<file path="config.mk">
export PLATFORM = sky130hd
export DESIGN_NAME = rd_data_byte_align
export DESIGN_NICKNAME = d
export VERILOG_FILES = /design/src/rtl/rd_data_byte_align.sv
export SDC_FILE = /design/constraint.sdc
export NUM_CORES = 1
export LEC_CHECK = 0
export CAP_MARGIN = 15
export CORE_MARGIN = 2
export CORE_UTILIZATION = 51
export CTS_CLUSTER_SIZE = 14
export DETAILED_ROUTE_END_ITERATION = 12
export MAX_ROUTING_LAYER = met4
export PLACE_DENSITY = 0.82
export REMOVE_ABC_BUFFERS = 1
export SKIP_CTS_REPAIR_TIMING = 1
export SLEW_MARGIN = 25
export SYNTH_ARGS = -nofsm -noshare
export SYNTH_HDL_FRONTEND = slang
export SYNTH_SLANG_ARGS = --single-unit
</file>
<file path="constraint.sdc">
create_clock -name clk -period 2.1 [get_ports clk]
set_clock_uncertainty 0.05 [all_clocks]
set_input_delay 0.42 -clock clk [delete_from_list [all_inputs] [get_ports clk]]
set_output_delay 0.42 -clock clk [all_outputs]
set_load 0.005 [all_outputs]
</file>
<file path="src/rtl/rd_data_byte_align.sv">
// rd_data_byte_align: pops one byte offset per AXI read burst from low_araddr_fifo
// and realigns the R beat stream so each output word starts at that byte.
// A burst of BURST_LEN input beats yields BURST_LEN-1 aligned output words.
module rd_data_byte_align #(
  parameter int unsigned DATA_W    = 128,
  parameter int unsigned OFF_W     = 4,
  parameter int unsigned BURST_LEN = 16
) (
  input  logic              clk,
  input  logic              rst_n,
  output logic              fifo_rd_en,
  input  logic [OFF_W-1:0]  fifo_rd_data,
  input  logic              fifo_rd_empty,
  input  logic [DATA_W-1:0] s_rdata,
  input  logic              s_rvalid,
  input  logic              s_rlast,
  output logic              s_rready,
  output logic [DATA_W-1:0] m_data,
  output logic              m_valid,
  output logic              m_last,
  input  logic              m_ready,
  output logic              err_burst
);

  localparam int unsigned CNT_W = $clog2(BURST_LEN + 1);
  localparam int unsigned SH_W  = OFF_W + 3;

  typedef enum logic [1:0] {
    S_IDLE   = 2'd0,
    S_POP    = 2'd1,
    S_FIRST  = 2'd2,
    S_STREAM = 2'd3
  } state_t;

  state_t              r_state;
  state_t              w_next;
  logic [OFF_W-1:0]    r_off;
  logic [DATA_W-1:0]   r_hold;
  logic [CNT_W-1:0]    r_cnt;
  logic [DATA_W-1:0]   r_m_data;
  logic                r_m_valid;
  logic                r_m_last;
  logic                r_err;

  logic                w_rd_en;
  logic                w_rready;
  logic                w_accept;
  logic                w_last_beat;
  logic [2*DATA_W-1:0] w_cat;
  logic [SH_W-1:0]     w_shift;
  logic [DATA_W-1:0]   w_word;

  // r_cnt holds the number of beats already accepted in this burst
  assign w_last_beat = (r_cnt == CNT_W'(BURST_LEN - 1));
  assign w_accept    = s_rvalid & w_rready;

  // Previous beat in the low half, current beat on top; shift selects the starting byte
  assign w_cat   = {s_rdata, r_hold};
  assign w_shift = {r_off, 3'b000};
  assign w_word  = DATA_W'(w_cat >> w_shift);

  // State register
  always_ff @(posedge clk or negedge rst_n) begin
    if (!rst_n) begin
      r_state <= S_IDLE;
    end else begin
      r_state <= w_next;
    end
  end

  // Next-state, FIFO pop and R-channel ready
  always_comb begin
    w_next   = r_state;
    w_rd_en  = 1'b0;
    w_rready = 1'b0;
    case (r_state)
      S_IDLE: begin
        if (!fifo_rd_empty) begin
          w_rd_en = 1'b1;
          w_next  = S_POP;
        end
      end
      S_POP: begin
        w_next = S_FIRST;
      end
      S_FIRST: begin
        w_rready = 1'b1;
        if (s_rvalid) begin
          w_next = S_STREAM;
        end
      end
      S_STREAM: begin
        w_rready = !r_m_valid || m_ready;
        if (s_rvalid && w_rready && w_last_beat) begin
          w_next = S_IDLE;
        end
      end
      default: begin
        w_next = S_IDLE;
      end
    endcase
  end

  // Offset latch, beat hold, beat counter and the single output register
  always_ff @(posedge clk or negedge rst_n) begin
    if (!rst_n) begin
      r_off     <= '0;
      r_hold    <= '0;
      r_cnt     <= '0;
      r_m_data  <= '0;
      r_m_valid <= 1'b0;
      r_m_last  <= 1'b0;
    end else begin
      if (r_state == S_POP) begin
        r_off <= fifo_rd_data;
      end
      if (w_accept && (r_state == S_FIRST)) begin
        r_hold <= s_rdata;
        r_cnt  <= CNT_W'(1);
      end
      if (w_accept && (r_state == S_STREAM)) begin
        r_hold    <= s_rdata;
        r_m_data  <= w_word;
        r_m_valid <= 1'b1;
        r_m_last  <= w_last_beat;
        r_cnt     <= w_last_beat ? '0 : r_cnt + CNT_W'(1);
      end else if (m_ready) begin
        r_m_valid <= 1'b0;
        r_m_last  <= 1'b0;
      end
    end
  end

  // Sticky flag: rlast present/absent on the wrong beat of a burst
  always_ff @(posedge clk or negedge rst_n) begin
    if (!rst_n) begin
      r_err <= 1'b0;
    end else if (w_accept && (s_rlast != w_last_beat)) begin
      r_err <= 1'b1;
    end
  end

  // Pop is suppressed while held in reset so no offset is lost
  assign fifo_rd_en = w_rd_en & rst_n;
  assign s_rready   = w_rready;
  assign m_data     = r_m_data;
  assign m_valid    = r_m_valid;
  assign m_last     = r_m_last;
  assign err_burst  = r_err;

endmodule

</file>
==> results.txt, run 1 <==
- After filler insertion, the fill cell instance count of the layout stands at 2519.
- For this block, the routed nets add up to 58900 µm of wire.
- Clock latency on the worst-skew pair, taken at its later pin, is 0.54 ns.
- Outcome: finished, violations left
* Total standard cell area after synthesis: 0.0197 mm²
- The final count of pins violating max slew is 0.
- Leakage power: 10.9 nW
* Global placer's final weighted congestion: 0.927
* Predominant post-synthesis flop cell: sky130_fd_sc_hd__dfrtp_1
- Clk Tree Root Cell: sky130_fd_sc_hd__clkbuf_16
- Vias in the first global route: 15608
- Prior to clock tree synthesis, the placed netlist has a worst setup slack of -0.222 ns.
* Final min period: 2.20 ns
- Placed insts: around 2300
* I/O pin total: 271
* Count of non-filler cells in the finished layout: around 2400
- Global routing finished with a remaining overflow of 0.
* Clock net sink count: 270
- In this run the tool buffered the top-level ports with 270 buffer cells.
- In the final routed layout, each cell accounts on average for 24.6 µm.
- The final hold violation count was 0.
- STA classifies the critical path endpoint as a register.
* Num rows: 71
- The die is 200 µm wide.
- The first detailed-routing pass took 6 iterations.
- Of the cells placed in the final design, the portion with a size suffix greater than 1 is 45.2%.
- Adding up every negative setup slack in the final design gives -6.88 ns.
* Maximum resistive drop on vdd: 0.000991 V
- The tightest min-delay check is of the reg2reg type.
- Power density cells: 1850 mW/mm²
* Unique cell type count in the Yosys netlist: 33
* Critical path fanouts, max: 9
- The worst path uses 105% of the clock period.
- Share of synthesized area occupied by flip-flops and latches: 34.3%
- At the end of the flow, the number of nets in the layout was 1998.
* TritonCTS buffer count: 34
* Maximum number of pins on one net before global-route repair: 94
- Number of vias in the routed layout: 15635
- The die covers 0.0402 mm².
* Synth Register Bits: 270
- Setup-violating endpoint count in the final report: approximately 160
- After clock tree synthesis, the clock-pin slew on the worst setup and hold paths is around 0.060 ns.
* Detailed Place HPWL: between 40000 and 50000 µm
* Die extent in y: 200 µm
- Critical path class: reg2reg
- The core region is 0.0378 mm².
* DRC violation count after routing: 0
- Ys Warns: 0
* Power, Total: 49.5 mW
* CTS H-Tree Depth: 2
- Required time reported for the critical path endpoint: 2.46 ns
* Worst-Margin Slew: ~0.88 ns
- From synthesis to final layout, the design area changed by 36.1%.
- Setup slack on the critical path of the routed design comes to -0.0963 ns.
- First-iteration detailed-routing DRC count: 1359
- TritonCTS built the clock tree.
- Post-route ant nets: 0
- The initial antenna violation count is 11.
* Relative max-transition margin: 41.2%
- The top cell types in the final layout, fill and taps aside, are sky130_fd_sc_hd__clkdlybuf4s50_1 (266), sky130_fd_sc_hd__dfrtp_1 (265), sky130_fd_sc_hd__mux4_2 (264).
* Number of synthesized flops with an enable pin: 0
* Arrival time reported for the critical path endpoint: roughly 2.6 ns
- Synthesis handed over a netlist of 1436 instances.
- Once the floorplan was initialized, standard cells occupied ~52% of the core.
- A synthesized cell averages 13.7 µm².
* Max frequency: ~460 MHz
* Share of flip-flops with an asynchronous set or reset: 100%
- Unrepaired setup endpoints after global routing: true
* First-pass GRT wire length: 87200 µm
- Across the run, the number of max-cap violations was 0.
- For this run, the total global-route usage over all layers was measured as ~28%.
- Leaving out fill and tap cells, the most frequent cell in the layout is sky130_fd_sc_hd__clkdlybuf4s50_1.
- Failing checks: negative setup slack
- Deepest clock path buffer count: 3
* Startpoint class of the critical path: register
- Via-to-Cell Ratio: 6.52
[worst paths after layout]
| check | cells after the start | slack [ns] | start | end |
|---|---|---|---|---|
| max in group asynchronous | 4 | 0.45 | rst_n | m_data[121] |
| worst max-delay path | 9 | -0.1 | r_state[1] | r_hold[123] |
| worst max register to register | 9 | -0.1 | r_state[1] | r_hold[123] |
| worst min-delay path | 2 | 0.42 | m_data[107] | m_data[107] |
| worst min register to register | 2 | 0.42 | m_data[107] | m_data[107] |
| min in group asynchronous | 3 | 0.48 | rst_n | r_hold[16] |
[worst max-delay path, stage by stage, from the launching register on]
cell and delay [ns]:
sky130_fd_sc_hd__dfrtp_2 0.41, sky130_fd_sc_hd__buf_6 0.14, sky130_fd_sc_hd__ha_4 0.17, sky130_fd_sc_hd__o21ai_2 0.13
sky130_fd_sc_hd__o21ai_1 0.09, sky130_fd_sc_hd__buf_4 0.15, sky130_fd_sc_hd__buf_4 0.20, sky130_fd_sc_hd__nand2_8 0.20
sky130_fd_sc_hd__clkbuf_16 0.21, sky130_fd_sc_hd__mux2_2 0.33
[stage by stage]
step	hold slack, ns	utilization (%)	area, µm²
6_report	0.424	70.8	26800
5_1_grt	0.442	70.8	26800
4_1_cts	-0.0862	67.2	25400
3_5_place_dp	0.413	64.2	24300
3_3_place_gp	0.409	64.2	24300
2_1_floorplan	0.0744	-	18900
[synthesized netlist by cell type, drive strengths merged (2+ instances only)]
cell type	n	area, µm²
a211o	64	561
mux2	197	2220
mux2i	129	1290
ha	7	87.6
a22o	64	561
a21oi	66	330
nor2	2	7.51
nand2	67	251
o21ai	68	340
nor2b	65	407
buf	100	582
o211a	2	20.0
dfrtp	270	6760
o211ai	2	15.0
clkbuf	51	191
a32o	2	20.0
inv	4	15.0
mux4	264	5950
[registers in the layout, summed over array words and instances (netlist names)]
signal	flops
err_burst	1
m_data	128
m_last	1
m_valid	1
r_cnt	5
r_hold	128
r_off	4
r_state	2
[logic make-up after synthesis]
| kind of cell | after synthesis | share of synthesized area, % |
|---|---|---|
| buffers and inverters | 155 | 4.00 |
| AND/OR/NAND/NOR | 140 | 3.60 |
| multiplexers | 590 | 48.0 |
| flip-flops | 270 | 34.3 |
| adder cells (fa/ha/maj) | 7 | 0.445 |
| AO/OA/AOI/OAI | 272 | 9.53 |
| XOR/XNOR | 2 | 0.0890 |
[per-layer routing]
metal	track usage, %	up-vias	wire length, µm
met2	43.9	832	28500
met1	35.8	7994	23000
met3	7.39	160	5250
met4	8.94	0	2120
met5	-	-	0
li1	-	6649	-
[power by group]
group	leakage (nW)	switching (mW)	internal (mW)
clock	0.565	2.29	3.62
combinational	7.09	13.3	19.5
sequential	3.27	2.96	7.82
total	10.9	18.5	31.0
[area by class of cell]
type	instances	area, µm²	share of cell area (%)
diodes	11	27.5	0.103
clock buffers	51	1070	3.98
clock inverters	7	72.6	0.271
inverters	4	15.0	0.0560
multi-input cells	1013	12600	46.9
flip-flops and latches	270	6770	25.3
well taps	511	639	2.39
repair buffers	530	5630	21.0
Power figures use the tool's default switching activity.
==> run 2: changes to the inputs <==
--- a/config.mk
+++ b/config.mk
@@ -7,11 +7,11 @@
 export LEC_CHECK = 0
 export CAP_MARGIN = 15
 export CORE_MARGIN = 2
-export CORE_UTILIZATION = 51
+export CORE_UTILIZATION = 35
 export CTS_CLUSTER_SIZE = 14
 export DETAILED_ROUTE_END_ITERATION = 12
 export MAX_ROUTING_LAYER = met4
-export PLACE_DENSITY = 0.82
+export PLACE_DENSITY = 0.61
 export REMOVE_ABC_BUFFERS = 1
 export SKIP_CTS_REPAIR_TIMING = 1
 export SLEW_MARGIN = 25
==> results.txt, run 2 (synthesis results as in run 1) <==
* Outcome: finished, violations left
* Failing checks: negative setup slack
- Port buffering added 270 buffers.
- Summed over all layers, the global routing overflow is 0.
- The area growth from synthesis to layout is 37.3%.
* First-iteration detailed-routing DRC count: 1043
- Wire length per cell: between 20 and 25 µm
- The die is between 200 and 250 µm tall.
* Max frequency: approximately 460 MHz
- Arrival time reported for the critical path endpoint: 2.56 ns
- In the post-route analysis, the smallest setup slack over all paths is -0.0928 ns.
- Buffers inserted during clock tree synthesis total 36.
- Clock latency of the later-clocked register in the worst-skew pair: 0.54 ns
- Global placer's final weighted congestion: 0.858
- Once detail routing completed, the nets flagged for antenna violations numbered 0.
- Final core area utilization: 48.9%
- Timing analysis after detailed placement gives a worst setup slack of -0.263 ns.
* Setup-violating endpoint count in the final report: 70
- STA classifies the critical path startpoint as a register.
* Floorplan die area: 0.0582 mm²
- Data on the critical path is required at its endpoint by 2.47 ns.
* Most heavily used metal layer in global routing: met2
- In this run the worst hold path is classified as reg2reg.
- Clk Tree Root Cell: sky130_fd_sc_hd__clkbuf_16
- The clock passes through at most 3 buffers.
- Met1 usage in global routing: 26.6%
- Fin crit share: 104%
- The number of global-route vias before repair came to around 15000.
- Relative max-transition margin: 48.2%
- Maximum number of pins on one net before global-route repair: 131
- Unrepaired setup endpoints after global routing: true
- CTS saw 270 sinks.
* Via-to-Cell Ratio: 5.75
* Reported max-cap violation count: 0
* Fill cell total of the finished layout: roughly 4800
- Met2 global-route usage: 31.3%
* Power density cells: 1830 mW/mm²
- I/O pin total: 271
- Detailed Place HPWL: 41800 µm
- In this run the core area contains 86 standard-cell rows.
* Critical path class: reg2reg
- In the layout the commonest cells are sky130_fd_sc_hd__clkdlybuf4s50_1 (267), sky130_fd_sc_hd__dfrtp_1 (266), sky130_fd_sc_hd__mux4_2 (264).
* Met3 track demand over resource: 2.94%
* Initial Util: 35.6%
- The detailed router placed about 15000 vias in this run.
* Leakage power: 11.0 nW
* Layout net count: 2000
- The final hold violation count is 0.
- Most common cell after layout, fill and taps aside: sky130_fd_sc_hd__clkdlybuf4s50_1
- TritonCTS built the clock tree.
* Core area: 0.0553 mm²
- Antenna violations before repair: 3
- The H-tree generated during clock tree synthesis spans 2 levels.
- Count of TritonRoute iterations in the first routing pass: 5
* Die extent in x: roughly 240 µm
- Maximum resistive drop on vdd: 0.000846 V
- The final count of pins violating max slew came to 0.
- At the pin with the least slew margin, the transition time is 0.777 ns.
* Final wirelength: 59100 µm
* Worst setup EP type: register
* Final min period: 2.19 ns
- Critical path fanouts, max: 15
- Clock transition at path regs: 0.06 ns
- In the routed design, unresolved DRC markers number 0.
* Gr usage total: 19.8%
- Cells with a size suffix above 1 make up 45.4% of the layout.
- The first global-routing pass estimated about 90000 µm of wire.
==> run 2: path summary, 6_finish.rpt <==
path / startpoint / to / slack [ns] / cells after the start
worst max-delay path: r_off[1] / m_data[28] / -0.09 / 7
worst min-delay path: m_data[91] / m_data[91] / 0.42 / 2
worst max register to register: r_off[1] / m_data[28] / -0.09 / 7
worst min register to register: m_data[91] / m_data[91] / 0.42 / 2
max in group asynchronous: rst_n / m_data[26] / 0.75 / 4
min in group asynchronous: rst_n / m_data[58] / 0.51 / 3
==> run 2: worst max-delay path, cell delays in order (launching register included) <==
cell	delay (ns)
sky130_fd_sc_hd__dfrtp_4	0.52
sky130_fd_sc_hd__buf_12	0.15
sky130_fd_sc_hd__clkbuf_16	0.17
sky130_fd_sc_hd__buf_4	0.21
sky130_fd_sc_hd__mux4_2	0.31
sky130_fd_sc_hd__nor2b_1	0.14
sky130_fd_sc_hd__a211o_1	0.31
sky130_fd_sc_hd__a22o_1	0.20
==> run 2: metal layers <==
metal	part of all wire, %	up-vias	wire (µm)
li1	-	6651	-
met2	49	510	29200
met4	2.3	0	1380
met1	43	7845	25400
met3	5.4	89	3180
met5	0	-	0
==> run 2: power by group <==
group          switching (mW)  internal, mW
logic                    13.0          19.4
registers                2.77          7.83
clock network            2.42          3.97
total                    18.2          31.2
==> run 2: cell type report <==
cell class / count / area (µm²) / share of cell area (%)
Multi-Input combinational cell: 1011 / 12600 / 46.5
Sequential cell: 270 / 6770 / 25.0
Tap cell: 748 / 936 / 3.46
Clock buffer: 48 / 1050 / 3.87
Antenna cell: 3 / 7.51 / 0.0278
Inverter: 4 / 15.0 / 0.0555
Timing Repair Buffer: 532 / 5520 / 20.4
Clock inverter: 11 / 164 / 0.606
==> run 2: metrics by stage <==
step	TNS, ns	cells	power (mW)	instance area, µm²	hold slack (ns)
after floorplan	-1481.66	1285	22.4	18900	0.0744
after global placement	-36.68	2511	39.1	24600	0.412
after global routing	-8.51	2627	52.4	27000	0.428
after CTS	-7.45	2570	46.2	25800	-0.00156
final	-2.21	2627	49.5	27000	0.423
after detailed placement	-41.48	2511	39.5	24600	0.411
==> run 3: changes to the inputs <==
--- a/config.mk
+++ b/config.mk
@@ -8,7 +8,7 @@
 export CAP_MARGIN = 15
 export CORE_MARGIN = 2
 export CORE_UTILIZATION = 35
-export CTS_CLUSTER_SIZE = 14
+export CTS_CLUSTER_SIZE = 24
 export DETAILED_ROUTE_END_ITERATION = 12
 export MAX_ROUTING_LAYER = met4
 export PLACE_DENSITY = 0.61
==> results of run 3 <==
The final DEF is identical to that of run 2; final timing and power are the same.
